### src/rtl/inv_25519.sv
// inv_25519: a^EXP mod (2^255-19) via MSB-first square/multiply ladder driving an external mul_25519.
// Optional INV25519_ZERO_FLAG_EN adds zero_err and short-circuits a==0 / a==p inputs.
`default_nettype none

module inv_25519 #(
  parameter logic [254:0] EXP = 255'h7FFF_FFFF_FFFF_FFFF_FFFF_FFFF_FFFF_FFFF_FFFF_FFFF_FFFF_FFFF_FFFF_FFFF_FFFF_FFEB
) (
  input  logic         clk,
  input  logic         rst,
  input  logic         start,
  input  logic [254:0] a,
  output logic [254:0] res,
  output logic         done,
  output logic         busy,
  output logic         mul_start,
  output logic [254:0] mul_a,
  output logic [254:0] mul_b,
  input  logic [254:0] mul_res,
  input  logic         mul_done
`ifdef INV25519_ZERO_FLAG_EN
  ,
  output logic         zero_err
`endif
);

  typedef enum logic [2:0] {
    IDLE     = 3'd0,
    SCAN     = 3'd1,
    SQR_REQ  = 3'd2,
    SQR_WAIT = 3'd3,
    MUL_REQ  = 3'd4,
    MUL_WAIT = 3'd5,
    FIN      = 3'd6
  } state_e;

  state_e       state_q, state_d;
  logic [254:0] acc_q, acc_d;
  logic [254:0] base_q, base_d;
  logic [7:0]   idx_q, idx_d;
  logic [254:0] res_q, res_d;
  logic [254:0] mul_a_q, mul_a_d;
  logic [254:0] mul_b_q, mul_b_d;

`ifdef INV25519_ZERO_FLAG_EN
  localparam logic [254:0] P = 255'h7FFF_FFFF_FFFF_FFFF_FFFF_FFFF_FFFF_FFFF_FFFF_FFFF_FFFF_FFFF_FFFF_FFFF_FFFF_FFED;
  logic zflag_q, zflag_d;
`endif

  always_ff @(posedge clk or negedge rst) begin
    if (!rst) begin
      state_q <= IDLE;
      acc_q   <= '0;
      base_q  <= '0;
      idx_q   <= '0;
      res_q   <= '0;
      mul_a_q <= '0;
      mul_b_q <= '0;
`ifdef INV25519_ZERO_FLAG_EN
      zflag_q <= 1'b0;
`endif
    end else begin
      state_q <= state_d;
      acc_q   <= acc_d;
      base_q  <= base_d;
      idx_q   <= idx_d;
      res_q   <= res_d;
      mul_a_q <= mul_a_d;
      mul_b_q <= mul_b_d;
`ifdef INV25519_ZERO_FLAG_EN
      zflag_q <= zflag_d;
`endif
    end
  end

  // Operands are loaded on the transition into a REQ state, so they are
  // already stable when mul_start rises and stay put through the WAIT state.
  always_comb begin
    state_d = state_q;
    acc_d   = acc_q;
    base_d  = base_q;
    idx_d   = idx_q;
    res_d   = res_q;
    mul_a_d = mul_a_q;
    mul_b_d = mul_b_q;
`ifdef INV25519_ZERO_FLAG_EN
    zflag_d = zflag_q;
`endif
    case (state_q)
      IDLE: begin
        if (start) begin
          base_d  = a;
          acc_d   = 255'd1;
          idx_d   = 8'd254;
          state_d = SCAN;
`ifdef INV25519_ZERO_FLAG_EN
          zflag_d = 1'b0;
          if ((a == '0) || (a == P)) begin
            acc_d   = '0;
            res_d   = '0;
            zflag_d = 1'b1;
            state_d = FIN;
          end
`endif
        end
      end
      SCAN: begin
        if (EXP[idx_q]) begin
          acc_d = base_q;
          if (idx_q == 8'd0) begin
            res_d   = base_q;
            state_d = FIN;
          end else begin
            idx_d   = idx_q - 8'd1;
            mul_a_d = base_q;
            mul_b_d = base_q;
            state_d = SQR_REQ;
          end
        end else if (idx_q == 8'd0) begin
          res_d   = acc_q;
          state_d = FIN;
        end else begin
          idx_d = idx_q - 8'd1;
        end
      end
      SQR_REQ: state_d = SQR_WAIT;
      MUL_REQ: state_d = MUL_WAIT;
      SQR_WAIT, MUL_WAIT: begin
        if (mul_done) begin
          acc_d = mul_res;
          if ((state_q == SQR_WAIT) && EXP[idx_q]) begin
            mul_a_d = mul_res;
            mul_b_d = base_q;
            state_d = MUL_REQ;
          end else if (idx_q == 8'd0) begin
            res_d   = mul_res;
            state_d = FIN;
          end else begin
            idx_d   = idx_q - 8'd1;
            mul_a_d = mul_res;
            mul_b_d = mul_res;
            state_d = SQR_REQ;
          end
        end
      end
      FIN:     state_d = IDLE;
      default: state_d = IDLE;
    endcase
  end

  assign res       = res_q;
  assign done      = (state_q == FIN);
  assign busy      = (state_q != IDLE);
  assign mul_start = (state_q == SQR_REQ) || (state_q == MUL_REQ);
  assign mul_a     = mul_a_q;
  assign mul_b     = mul_b_q;
`ifdef INV25519_ZERO_FLAG_EN
  assign zero_err  = zflag_q && (state_q == FIN);
`endif

endmodule

`default_nettype wire

### config.mk
export PLATFORM = sky130hd
export DESIGN_NAME = inv_25519
export DESIGN_NICKNAME = d
export VERILOG_FILES = /design/src/rtl/inv_25519.sv
export SDC_FILE = /design/constraint.sdc
export NUM_CORES = 2
export LEC_CHECK = 0
export ABC_AREA = 1
export BUFFER_PORTS_ARGS = -buffer_cell sky130_fd_sc_hd__clkbuf_2
export CAP_MARGIN = 5
export CORE_AREA = 3 3 496 498
export DETAILED_ROUTE_END_ITERATION = 7
export DIE_AREA = 0 0 499 501
export MAX_ROUTING_LAYER = met4
export PLACE_DENSITY = 0.4
export SLEW_MARGIN = 20
export SYNTH_ARGS = -nofsm -noshare
export SYNTH_HDL_FRONTEND = slang
export SYNTH_SLANG_ARGS = --single-unit
### constraint.sdc
create_clock -name clk -period 3 [get_ports clk]
set_clock_uncertainty 0.1 [all_clocks]
set_input_delay 0.6 -clock clk [delete_from_list [all_inputs] [get_ports clk]]
set_output_delay 0.6 -clock clk [all_outputs]
set_load 0.01 [all_outputs]
==> run metrics <==
CTS Root Cell clkbuf_16; mean post-synth cell area 7.48 µm²; count of input and output buffers 1,281; Area Growth Syn to Fin 34.1%; maximum clock path buffer count 3; Period minus WS final 2.78 ns; Worst-Skew Late Latency 0.82 ns; WP data arrival 2.08 ns; post-synth net total 8,937; number of distinct library cells after synthesis 27; worst hold path startpoint a[246]; total clock buffers created by CTS 165; WL per Instance 23.6 µm; Pwr Total 101 mW; CTS tree built; routed vias 64,317; Power Density 1200 nW/µm²; Vias/cell 4.83; core area 243,000 µm²; VDD IR max 0.000924 V; setup tns final 0 ns; Initial Util 26.0%; Std-Cell Rows 181; Crit path required time 2.30 ns; DIE HEIGHT 501 µm; grt total ovfl 0; critical path class flop to output pin; dpl cells 12,487; layout cells sized above 1 17.7%; cells after synthesis 8,420; largest net degree at the start of global routing 149; GRT Overall Usage 25.2%; Final ANT Viol Nets 0; slowest stage delay, CP 0.46 ns; outcome finished clean; Detailed Routing Iterations Pass 1 6; crit path launch state_q[1]$_DFFE_PN0P_; Post-DP HPWL 219,000 µm; H-tree depth 4; cell mode on critical path inv_1; I/O pins 1,282; Setup crit start kind flop; Die X 499 µm; Final Hold Viols 0; Net count, final 10,462; slowest CP cell dfrtp_1; Seq/Total Area, Yosys 51.1%; drt total wl 315,000 µm; first-pass GRT wire length 459,000 µm; Die Area 250,000 µm²; final critical-path share of the clock period 92.8%; count of final max-slew check failures 0; Syn. warnings 0; worst path bufs/invs 4; DR iter-0 viols 5,085; Worst-Margin Slew 0.980 ns; worst-path fanout max 6; Non-Filler Instances 13,319; antenna violations before repair 50; Lkg Pwr 44.4 nW; TritonCTS Sinks 1,286; Fmax 0.359 GHz; placed inst area 74,000 µm²; CP Cell Sequence nor2_2 > inv_1 > nor2_1 > buf_4 > inv_1 > clkbuf_2; RSZ-0062 raised after global routing false; Final setup viols 0; buffer count from post-CTS setup fixing 0; worst r2r src state_q[1]$_DFFE_PN0P_; mapped cell area 62,900 µm²; DRC viols 0; final instance area 84,400 µm²; CP top delay family buffers and inverters; number of synthesized register bits 1,286; Critical Path Sink Type output pin; max-cap violation count 0; Hold Path Class input pin to flop; slew margin rel. 34.7%; Reg clk slew, reported paths 0.06 ns; GPL Wtd Cong 0.886; vias in the first global route 63,196
-- final cells by class --
class,count,area [µm²]
Clock inverter,39,434
Multi-Input combinational cell,5701,25100
Fill cell,25855,158000
Clock buffer,255,4910
Tap cell,3202,4010
Timing Repair Buffer,2004,14700
Inverter,787,2970
Sequential cell,1286,32200
Antenna cell,45,113
-- registers in the layout (all words and copies together) (netlist names) --
signal   flops
acc_q      255
mul_b      255
base_q     255
idx_q        8
state_q      3
mul_a      255
res        255
-- Yosys cell counts --
| cell | count | area, µm² |
|---|---|---|
| o21ai_0 | 775 | 3880 |
| inv_2 | 4 | 15.0 |
| a21oi_1 | 1275 | 6380 |
| a21boi_0 | 1 | 7.51 |
| nor3_1 | 3 | 15.0 |
| nor2_2 | 1 | 6.26 |
| nand4_1 | 1 | 6.26 |
| buf_6 | 10 | 113 |
| buf_1 | 50 | 188 |
| nor2_1 | 280 | 1050 |
| or2_1 | 1 | 6.26 |
| nand3_2 | 1 | 10.0 |
| buf_4 | 13 | 97.6 |
| nand2_1 | 2577 | 9670 |
| ha_1 | 3 | 37.5 |
| o21bai_1 | 2 | 15.0 |
| buf_2 | 178 | 891 |
| nand3_1 | 771 | 3860 |
| a21oi_2 | 1 | 8.76 |
| dfrtp_1 | 1286 | 32200 |
| inv_1 | 783 | 2940 |
| nand2_2 | 1 | 6.26 |
| xor2_1 | 5 | 43.8 |
| nor3_4 | 1 | 16.3 |
| clkbuf_1 | 395 | 1480 |
| a211oi_1 | 1 | 7.51 |
| nand3b_1 | 1 | 7.51 |
-- where the power goes --
part / internal [mW] / switching [mW] / leakage, nW
registers: 24.9 / 4.60 / 15.4
clock network: 11.4 / 8.50 / 2.61
logic: 16.3 / 35.3 / 26.4
total: 52.6 / 48.4 / 44.4
-- path summary, 6_finish.rpt --
| path | to | slack (ns) | cells after the start |
|---|---|---|---|
| max | busy | 0.22 | 6 |
| min reg2reg | mul_a[252]$_DFFE_PN0P_ | 0.37 | 2 |
| max reg2reg | mul_a[43]$_DFFE_PN0P_ | 0.22 | 11 |
| min in group asynchronous | mul_a[189]$_DFFE_PN0P_ | 0.23 | 2 |
| min | base_q[246]$_DFFE_PN0P_ | 0.07 | 3 |
| max in group asynchronous | mul_b[95]$_DFFE_PN0P_ | 1.40 | 4 |
-- worst reg2reg max path: cells and delay by family (launching register included) --
family                 cells  cell delay (ns)
buffers and inverters      5             0.96
DFF                        1             0.48
and+or+nand+nor            6             1.19
-- what timing repair did --
action / CTS / global route
pin swaps: 0 / 1
endpoints found under the hold margin: 773 / 0
hold buffers: 493 / 0
gates resized for setup: 1 / 5
endpoints found under the setup margin: 1 / 42
-- cells in the final DEF, fill, tap and decap left out, types with 2 or more instances in the layout --
| master | synthesis | final |
|---|---|---|
| inv_1 | 783 | 782 |
| nor3_1 | 3 | 2 |
| clkinv_4 | 0 | 2 |
| o21ai_0 | 775 | 775 |
| clkinv_8 | 0 | 3 |
| clkbuf_1 | 395 | 47 |
| inv_6 | 0 | 7 |
| buf_16 | 0 | 2 |
| clkbuf_8 | 0 | 42 |
| inv_2 | 4 | 4 |
| buf_4 | 13 | 104 |
| dfrtp_1 | 1286 | 1286 |
| clkinv_2 | 0 | 18 |
| nor2_2 | 1 | 2 |
| nand2_1 | 2577 | 2569 |
| clkinv_16 | 0 | 5 |
| nor2_1 | 280 | 278 |
| clkinvlp_4 | 0 | 3 |
| ha_1 | 3 | 3 |
| bufinv_16 | 0 | 2 |
| a21oi_1 | 1275 | 1275 |
| nand2_4 | 0 | 8 |
| dlygate4sd3_1 | 0 | 493 |
| xor2_1 | 5 | 5 |
| diode_2 | 0 | 45 |
| clkbuf_2 | 0 | 1280 |
| buf_12 | 0 | 124 |
| o21bai_1 | 2 | 2 |
| clkbuf_16 | 0 | 166 |
| nand3_1 | 771 | 771 |
-- routing by layer --
| metal | vias up | part of all wire (%) | GRT usage, % |
|---|---|---|---|
| met4 | 0 | 3.8 | 8.68 |
| li1 | 30234 | - | - |
| met5 | - | 0 | - |
| met1 | 31455 | 43 | 32.2 |
| met2 | 2197 | 46 | 39.3 |
| met3 | 431 | 6.9 | 5.73 |
-- cells by family (layout without fill, tap and decap cells) --
group                      after synthesis  after routing  synth area share, %
AOI/OAI and AO/OA                     2055           2055                 16.4
xor gates and xnor gates                 5              5               0.0696
adders and majority gates                3              3               0.0596
buffers and inverters                 1433           3085                 9.10
DFF                                   1286           1286                 51.1
other                                    0             45                    0
and+or+nand+nor                       3638           3638                 23.3
-- metrics by stage --
step	worst slack [ns]	util [%]	hold slack, ns
global placement	0.125	30.5	0.354
global route	0.00379	34.8	0.0181
CTS	0.0644	34.7	0.00306
finish	0.216	34.8	0.0717
detailed placement	0.106	30.5	0.359
floorplan	0.825	-	0.204
No activity file was read; power rests on OpenSTA's default activity.
